<file path="src/rtl/calc_seq_ctrl_pkg.sv">
// calc_pkg: shared state encoding and widths for the sequential (A+B)-(C+D) calculator
package calc_pkg;
   localparam int CALC_W = 4;
   localparam int SUM_W = CALC_W + 1;
   localparam int CNT_W = $clog2(SUM_W);
   localparam logic [CNT_W-1:0] SUB_LAST = CNT_W'(SUM_W - 1);
   typedef enum logic [2:0] {
      IDLE   = 3'd0,
      SUM_AB = 3'd1,
      SUM_CD = 3'd2,
      SUB    = 3'd3,
      DONE   = 3'd4
   } state_t;
endpackage

</file>
<file path="src/rtl/calc_seq_ctrl_cells.sv">
// calc_seq_ctrl_cells: the fixed-width carry-lookahead adder and one-bit subtractor cells
module CLA_4b (
   input  logic [3:0] a,
   input  logic [3:0] b,
   input  logic       cin,
   output logic [3:0] s,
   output logic       cout
);
   logic [3:0] g;
   logic [3:0] p;
   logic [4:0] c;
   assign g = a & b;
   assign p = a ^ b;
   assign c[0] = cin;
   assign c[1] = g[0] | (p[0] & cin);
   assign c[2] = g[1] | (p[1] & g[0]) | (p[1] & p[0] & cin);
   assign c[3] = g[2] | (p[2] & g[1]) | (p[2] & p[1] & g[0]) | (p[2] & p[1] & p[0] & cin);
   assign c[4] = g[3] | (p[3] & g[2]) | (p[3] & p[2] & g[1]) | (p[3] & p[2] & p[1] & g[0])
               | (p[3] & p[2] & p[1] & p[0] & cin);
   assign s = p ^ c[3:0];
   assign cout = c[4];
endmodule

module subber (
   input  logic A,
   input  logic B,
   input  logic Bin,
   output logic D,
   output logic Bout
);
   assign D = A ^ B ^ Bin;
   assign Bout = (~A & B) | (~(A ^ B) & Bin);
endmodule

</file>
<file path="src/rtl/calc_seq_ctrl.sv">
// calc_seq_ctrl: computes (A+B)-(C+D) with one shared adder and a bit-serial subtractor
module calc_seq_ctrl
   import calc_pkg::*;
#(
   parameter int W = 4
) (
   input  logic         clk,
   input  logic         rst_n,
   input  logic         in_valid,
   output logic         in_ready,
   input  logic [W-1:0] A,
   input  logic [W-1:0] B,
   input  logic [W-1:0] C,
   input  logic [W-1:0] D,
   output logic         out_valid,
   input  logic         out_ready,
   output logic [W:0]   F,
   output logic         neg
);
   if (W != CALC_W) begin : g_bad_w
      $error("calc_seq_ctrl: W must be 4, the CLA_4b width");
   end

   state_t state_q, state_d;
   logic [CALC_W-1:0] a_q, b_q, c_q, d_q;
   logic [SUM_W-1:0] sum1, sum2, f_q;
   logic [CNT_W-1:0] bit_cnt;
   logic borrow, neg_q;
   logic [CALC_W-1:0] add_x, add_y, add_s;
   logic add_co, sub_d, sub_b;

   assign add_x = (state_q == SUM_AB) ? a_q : c_q;
   assign add_y = (state_q == SUM_AB) ? b_q : d_q;

   CLA_4b u_cla (
      .a    (add_x),
      .b    (add_y),
      .cin  (1'b0),
      .s    (add_s),
      .cout (add_co)
   );

   subber u_sub (
      .A    (sum1[bit_cnt]),
      .B    (sum2[bit_cnt]),
      .Bin  (borrow),
      .D    (sub_d),
      .Bout (sub_b)
   );

   assign F = f_q;
   assign neg = neg_q;

   // State register; reset aborts any operation in flight
   always_ff @(posedge clk or negedge rst_n) begin
      if (!rst_n) state_q <= IDLE;
      else state_q <= state_d;
   end

   // Sequencing and handshake outputs
   always_comb begin
      state_d = state_q;
      in_ready = 1'b0;
      out_valid = 1'b0;
      case (state_q)
         IDLE: begin
            in_ready = 1'b1;
            if (in_valid) state_d = SUM_AB;
         end
         SUM_AB: state_d = SUM_CD;
         SUM_CD: state_d = SUB;
         SUB: if (bit_cnt == SUB_LAST) state_d = DONE;
         DONE: begin
            out_valid = 1'b1;
            if (out_ready) state_d = IDLE;
         end
         default: state_d = IDLE;
      endcase
   end

   // Operand capture, sum capture and bit-serial subtraction into F
   always_ff @(posedge clk or negedge rst_n) begin
      if (!rst_n) begin
         a_q <= '0;
         b_q <= '0;
         c_q <= '0;
         d_q <= '0;
         sum1 <= '0;
         sum2 <= '0;
         f_q <= '0;
         bit_cnt <= '0;
         borrow <= 1'b0;
         neg_q <= 1'b0;
      end else begin
         if (state_q == IDLE && in_valid) begin
            a_q <= A;
            b_q <= B;
            c_q <= C;
            d_q <= D;
         end
         if (state_q == SUM_AB) sum1 <= {add_co, add_s};
         if (state_q == SUM_CD) begin
            sum2 <= {add_co, add_s};
            bit_cnt <= '0;
            borrow <= 1'b0;
         end
         if (state_q == SUB) begin
            f_q[bit_cnt] <= sub_d;
            borrow <= sub_b;
            bit_cnt <= bit_cnt + 1'b1;
            if (bit_cnt == SUB_LAST) neg_q <= sub_b;
         end
      end
   end
endmodule

</file>
<file path="config.mk">
export PLATFORM = sky130hd
export DESIGN_NAME = calc_seq_ctrl
export DESIGN_NICKNAME = d
export VERILOG_FILES = /design/src/rtl/calc_seq_ctrl_pkg.sv /design/src/rtl/calc_seq_ctrl_cells.sv /design/src/rtl/calc_seq_ctrl.sv
export SDC_FILE = /design/constraint.sdc
export NUM_CORES = 1
export LEC_CHECK = 0
export CAP_MARGIN = 30
export CELL_PAD_IN_SITES_DETAIL_PLACEMENT = 0
export CELL_PAD_IN_SITES_GLOBAL_PLACEMENT = 2
export CORE_MARGIN = 1.5
export CORE_UTILIZATION = 34
export CTS_CLUSTER_SIZE = 20
export DETAILED_ROUTE_END_ITERATION = 10
export GPL_TIMING_DRIVEN = 0
export PLACE_DENSITY = 0.79
export RECOVER_POWER = 100
export SLEW_MARGIN = 30
export SYNTH_ARGS = -nofsm -noshare
export SYNTH_HDL_FRONTEND = slang
export SYNTH_HIERARCHICAL = 1
export SYNTH_SLANG_ARGS = --single-unit
</file>
<file path="constraint.sdc">
create_clock -name clk -period 2.8 [get_ports clk]
set_input_delay 0.56 -clock clk [delete_from_list [all_inputs] [get_ports clk]]
set_output_delay 0.56 -clock clk [all_outputs]
set_load 0.02 [all_outputs]
</file>
Yosys cells after proc, flatten, opt, wreduce, memory -nomap -nowiden:

Index checks and enable logic that the tools add are counted.

* add/sub/neg operators: 1
* order comparisons: 2
* equality and inequality tests: 8
* mux-type cells: 19
* bitwise gates (word level): 25
* reductions and logical operators: 6

Operator list (number)
* $mux 3: 5
* $pmux 3 s5: 1
* $and 1x1->1: 11
* $mux 4: 2
* $xor 4x4->4: 2
* $mux 1: 7
* $or 1x1->1: 7
* $bmux 1 s3: 2
* $eq 3x2->1 const B: 2
* $eq 3x3->1 const B: 2
* $ne 2x2->1 const B: 3
* $bwmux 5: 1
* $and 4x4->4: 1
* $lt 3x4->1 const B: 1
* $add 3x1->3 const B: 1
* $demux 1 s3: 1
* $eq 3x1->1 const B: 1
* $ge 3x1->1 const B: 1
* $logic_not 3->1: 1
* $reduce_and 3->1: 1
* $logic_and 1x1->1: 2
* $not 1->1: 2
* $reduce_and 2->1: 1
* $reduce_bool 2->1: 1
* $xor 1x1->1: 2

* flip-flop bits (word level): 39
* input bits: 20
* output and inout bits: 8
* word-level logic and storage cells: 72

Depth between registers and ports, before layout:

* depth in word-level cells: 7
* depth in mapped cells: 9
* depth with buffers taken out: 7

Cells and area by module:

The synthesis kept the hierarchy.

By module, submodules not included
* calc_seq_ctrl: times used 1, cells each 135, area each 1889.3 µm², seq. area each 975.9 µm²
* CLA_4b: times used 1, cells each 17, area each 147.6 µm², seq. area each 0.0 µm²
* subber: times used 1, cells each 4, area each 31.3 µm², seq. area each 0.0 µm²

Worst setup path after synthesis:

No wires, ideal clock.

* kind: register -> register
* start: register state_q[1]
* end: register sum1[4]
* setup time: 125 ps
* arrival: 2439 ps
* data required time: 2675 ps
* slack: 236 ps
* cell stages (with the launch flop): 10
* buffers on the path: 2
* clock period less this slack: 2564 ps
* cells stage by stage: dfrtp_1 > buf_4 > nor3b_2 > buf_4 > mux2_2 > ha_1 > a21o_1 > a31o_1 > a21o_1 > mux2_2

* longest elaborated chain between the ends: 7
* elaborated cells between the ends (all ways): 13
* classes of those cells: eq/ne: 1; mux: 2; bitwise: 10

RTL lines
* from (decl): RTL line calc_seq_ctrl.sv:24 `state_t state_q, state_d;`
* from (signal assigned): RTL line calc_seq_ctrl.sv:57 `else state_q <= state_d;`
* $eq 3x1->1 (*): RTL line calc_seq_ctrl.sv:32 `assign add_x = (state_q == SUM_AB) ? a_q : c_q;`
* $mux 4 (*): RTL line calc_seq_ctrl.sv:32
* via add_x[2]: RTL line calc_seq_ctrl.sv:29 `logic [CALC_W-1:0] add_x, add_y, add_s;`
* $and 4x4->4 or $xor 4x4->4 (tied branches): RTL line calc_seq_ctrl_cells.sv:12, calc_seq_ctrl_cells.sv:13
* $and 1x1->1: RTL line calc_seq_ctrl_cells.sv:18 `assign c[4] = g[3] | (p[3] & g[2]) | (p[3] & p[2] & g[1]) | (p[3] & p[2] & p[1] & g[0])`
* $or 1x1->1 or $and 1x1->1 (tied branches) (2 in series): RTL line calc_seq_ctrl_cells.sv:18
* $or 1x1->1 (*): RTL line calc_seq_ctrl_cells.sv:18
* via add_co: RTL line calc_seq_ctrl.sv:30 `logic add_co, sub_d, sub_b;`
* to (signal assigned): RTL line calc_seq_ctrl.sv:101 `if (state_q == SUM_AB) sum1 <= {add_co, add_s};`
* to (decl): RTL line calc_seq_ctrl.sv:26 `logic [SUM_W-1:0] sum1, sum2, f_q;`

Mark *: on every way through the listed nets, which the timed path passes. The rest lies on a longest branch.
A chain may end at the register's enable or synchronous reset.

Worst setup path in the final report:

* start: register state_q[1]
* end: register sum2[4]

* longest elaborated chain between the ends: 7
* elaborated cells between the ends (all ways): 14
* classes of those cells: eq/ne: 2; mux: 2; bitwise: 10

RTL lines
* $eq 3x1->1 (*): RTL line calc_seq_ctrl.sv:32
* $mux 4 (*): RTL line calc_seq_ctrl.sv:32
* via add_x[2]: RTL line calc_seq_ctrl.sv:29
* $and 4x4->4 or $xor 4x4->4 (tied branches): RTL line calc_seq_ctrl_cells.sv:12, calc_seq_ctrl_cells.sv:13
* $and 1x1->1: RTL line calc_seq_ctrl_cells.sv:18
* $or 1x1->1 or $and 1x1->1 (tied branches) (2 in series): RTL line calc_seq_ctrl_cells.sv:18
* $or 1x1->1 (*): RTL line calc_seq_ctrl_cells.sv:18
* via add_co: RTL line calc_seq_ctrl.sv:30
* to (signal assigned): RTL line calc_seq_ctrl.sv:103 `sum2 <= {add_co, add_s};`
* to (decl): RTL line calc_seq_ctrl.sv:26

Marks and branches as above.

==> metrics.md <==
| Metric | Value |
|---|---|
| Area post-placement | `between 2000 and 2500 um^2` |
| Cell-by-cell trace of the critical path | `buf_4, nor3b_4, buf_6, mux2_2, ha_1, a21o_1, a31o_1, a21o_1, mux2_2` |
| Worst path max stage delay | `approximately 0.37 ns` |
| RSZ-0062 raised after global routing | `no` |
| Fmax | `roughly 380 MHz` |
| Top FF cell, synth | `dfrtp_1` |
| Vias in the first global route | `between 1k and 1.5k` |
| Wire length per cell | `~14 um` |
| Fin crit period | `between 2 and 3 ns` |
| Final antenna diode count | `0` |
| CP required | `about 3 ns` |
| Syn_area_per_cell | `13.3 um^2` |
| Hold Fails Final Rpt | `0` |
| CTS tree | `built` |
| Largest family of logic cells by synthesized area | `multiplexers` |
| Crit path buf inv count | `2` |
| Die Area | `~6600 um^2` |
| Via count | `1286` |
| Gate Count Post-Synth | `156` |
| Placer Congestion | `0.751` |
| Initial antenna violation count | `0` |
| Routed WL | `around 3.7 mm` |
| Post-synthesis compound-gate area fraction | `about 5.3%` |
| Hold Buf Count CTS | `0` |
| Worst setup EP type | `register` |
| Slowest-stage cell, CP | `dfrtp_1` |
| Via/cell ratio | `4.78` |
| Die height | `about 81 um` |
| Adder-Cell Fraction of Synth Area | `approximately 5.6%` |
| Layout cells sized above 1 | `between 20% and 30%` |
| Final WS setup | `0.135 ns` |
| Final setup viols | `0` |
| Final Max Tran Viols | `30` |
| Mux cell area share after synthesis | `between 20% and 30%` |
| Final Core Density | `between 40% and 50%` |
| LEAKAGE | `1.09 nW` |
| Worst slew margin | `-4.85%` |
| CP delay by family, top | `multiplexers` |
| Max H-tree Level | `2` |
| Outcome | `complete, but fails checks` |
| MaxCap Viol Count | `1` |
| Initial DRC count | `29` |
| Area leader, netlist | `dfrtp_1` |
| Number of synthesized flops with an enable pin | `0` |
| Period Utilization, post-route | `95.2%` |
| Clk_skew | `~0.005 ns` |
| Post-Place Worst Slack | `-0.0477 ns` |
| Hold WC Path Type | `input pin to async pin` |
| R2R Path Start | `state_q[1]$_DFFE_PN0P_` |
| Flop-to-flop setup slack | `roughly 0.13 ns` |
| Cell area after synthesis | `between 2000 and 2500 um^2` |
| GRT Resource Usage Total | `a little over an eighth` |
| Max FO, Critical Path | `10` |
| DRT antenna net count | `0` |
| Core ar. | `5890 um^2` |
| Root buffer cell | `clkbuf_8` |
| Io pins | `28` |
| Worst-path clk slew | `approximately 0.080 ns` |
| DRC errors left | `0` |
| # rows | `28` |
| CTS Sinks | `39` |
| VDD IR max | `slightly above 0.0004 V` |
| Port Buffer Count | `27` |
| Worst path arrival time | `2.84 ns` |
| Asr flop ratio synth | `100%` |
| Most frequent cells in the layout | `dfrtp_1, mux2_2, clkdlybuf4s50_1` |
| Tightest Pin Transition | `roughly 1.6 ns` |
| Layout area overhead | `19.1%` |
| Synth area leaders | `dfrtp_1, mux2_2, mux2_4, ha_1, inv_1` |
| Post-synth top area share | `47.2%` |
| Global route overflow | `0` |
| CP Launch Type | `register` |
| Finished Cell Area | `2460 um^2` |
| Simple-Gate Fraction of Synth Area | `8.77%` |
| Pin count of the biggest net entering global routing | `30` |
| Register area share after synthesis | `roughly 47%` |
| FF-to-FF End | `sum2[4]$_DFFE_PN0P_` |
| R2R cell count | `9` |
| Global-route wire length before repair | `approximately 6.5 mm` |
| Crit path kind | `register to register` |
| Worst-skew pair later-pin latency | `0.29 ns` |
| CTS Buffer Depth | `2` |
| Violated checks | `max-capacitance violations, max-slew violations` |
| Most common cell after layout, fill and taps aside | `dfrtp_1` |
| Post-layout nets | `about 220` |
| Register bit total from synthesis | `39` |
| Total Power | `~2.8 mW` |
| Initial core utilization | `a little over a third` |
| Inserted Clock Buffers | `5` |
| Post-DP HPWL | `about 2.8 mm` |
| Cell variety after synth | `36` |
| YS warnings | `6` |
| DRT Pass-1 Iters | `4` |
| Die width | `81.0 um` |
| XOR/XNOR Fraction of Synth Area | `1.27%` |
| Pwr dens | `~1200 nW/um^2` |
-- cells in the mapped netlist, drive strengths merged (3+ instances only) --
cell type	number
nand2b	4
nor3	3
nor2	4
nand2	5
o21ai	4
mux2	40
inv	11
dfrtp	39
buf	7
a22o	3
a21o	3
ha	6
-- report_power, final --
group,internal (mW),total (mW),switching [mW]
sequential,0.840,0.982,0.142
combinational,0.780,1.48,0.697
clock,0.173,0.377,0.204
-- worst max path at each step --
| stage | start | end | slack (ns) | cells past startpoint |
|---|---|---|---|---|
| CTS | state_q[1]$_DFFE_PN0P_ | sum2[4]$_DFFE_PN0P_ | 0.04 | 9 |
| finish | state_q[1]$_DFFE_PN0P_ | sum2[4]$_DFFE_PN0P_ | 0.13 | 9 |
| global placement | state_q[1]$_DFFE_PN0P_ | sum2[4]$_DFFE_PN0P_ | 0.001 | 9 |
| floorplan | state_q[1]$_DFFE_PN0P_ | sum1[4]$_DFFE_PN0N_ | 0.24 | 9 |
| detailed placement | state_q[1]$_DFFE_PN0P_ | sum2[4]$_DFFE_PN0P_ | -0.05 | 9 |
| global route | state_q[1]$_DFFE_PN0P_ | sum2[4]$_DFFE_PN0P_ | 0.02 | 9 |
-- through the flow --
stage / hold slack [ns] / TNS, ns / std cells
6_report: 0.248 / 0 / 269
5_1_grt: 0.282 / 0 / 269
4_1_cts: 0.135 / 0 / 268
3_5_place_dp: 0.458 / -0.0893 / 260
3_3_place_gp: 0.485 / 0 / 259
2_1_floorplan: 0.264 / 0 / 157
-- cell families after synthesis --
group,Yosys count
AO/OA/AOI/OAI,16
multiplexers,43
other,1
buffers and inverters,19
XOR/XNOR,3
flip-flops,39
AND/OR/NAND/NOR,27
adder cells (fa/ha/maj),8
-- cell type report --
type / count / area, um^2
Clock buffer: 5 / 68.8
Buffer: 8 / 56.3
Multi-Input combinational cell: 99 / 932
Tap cell: 75 / 93.8
Fill cell: 577 / 3420
Clock inverter: 3 / 20.0
Inverter: 11 / 41.3
Timing Repair Buffer: 29 / 275
Sequential cell: 39 / 976
-- routing by layer --
metal	track usage (%)	vias up	wire (um)
li1	-	617	-
met1	15.0	630	1600
met2	23.4	33	1860
met3	3.93	6	203
met4	3.62	0	45
met5	0	-	0
-- flip-flops by register name, indices dropped and copies added, names as in the netlist --
signal and cells:
F 5, sum1 5, sum2 5, a_q 4, b_q 4, c_q 4, d_q 4, bit_cnt 3
state_q 3, borrow 1, neg 1
-- what timing repair did --
item / in CTS / in global routing
endpoints found under the setup margin: 4 / 2
buffers inserted: 0 / 1
pin swaps: 0 / 1
hold endpoints to repair: 0 / 0
resized for setup: 2 / 0
No activity file was read; power rests on OpenSTA's default activity.
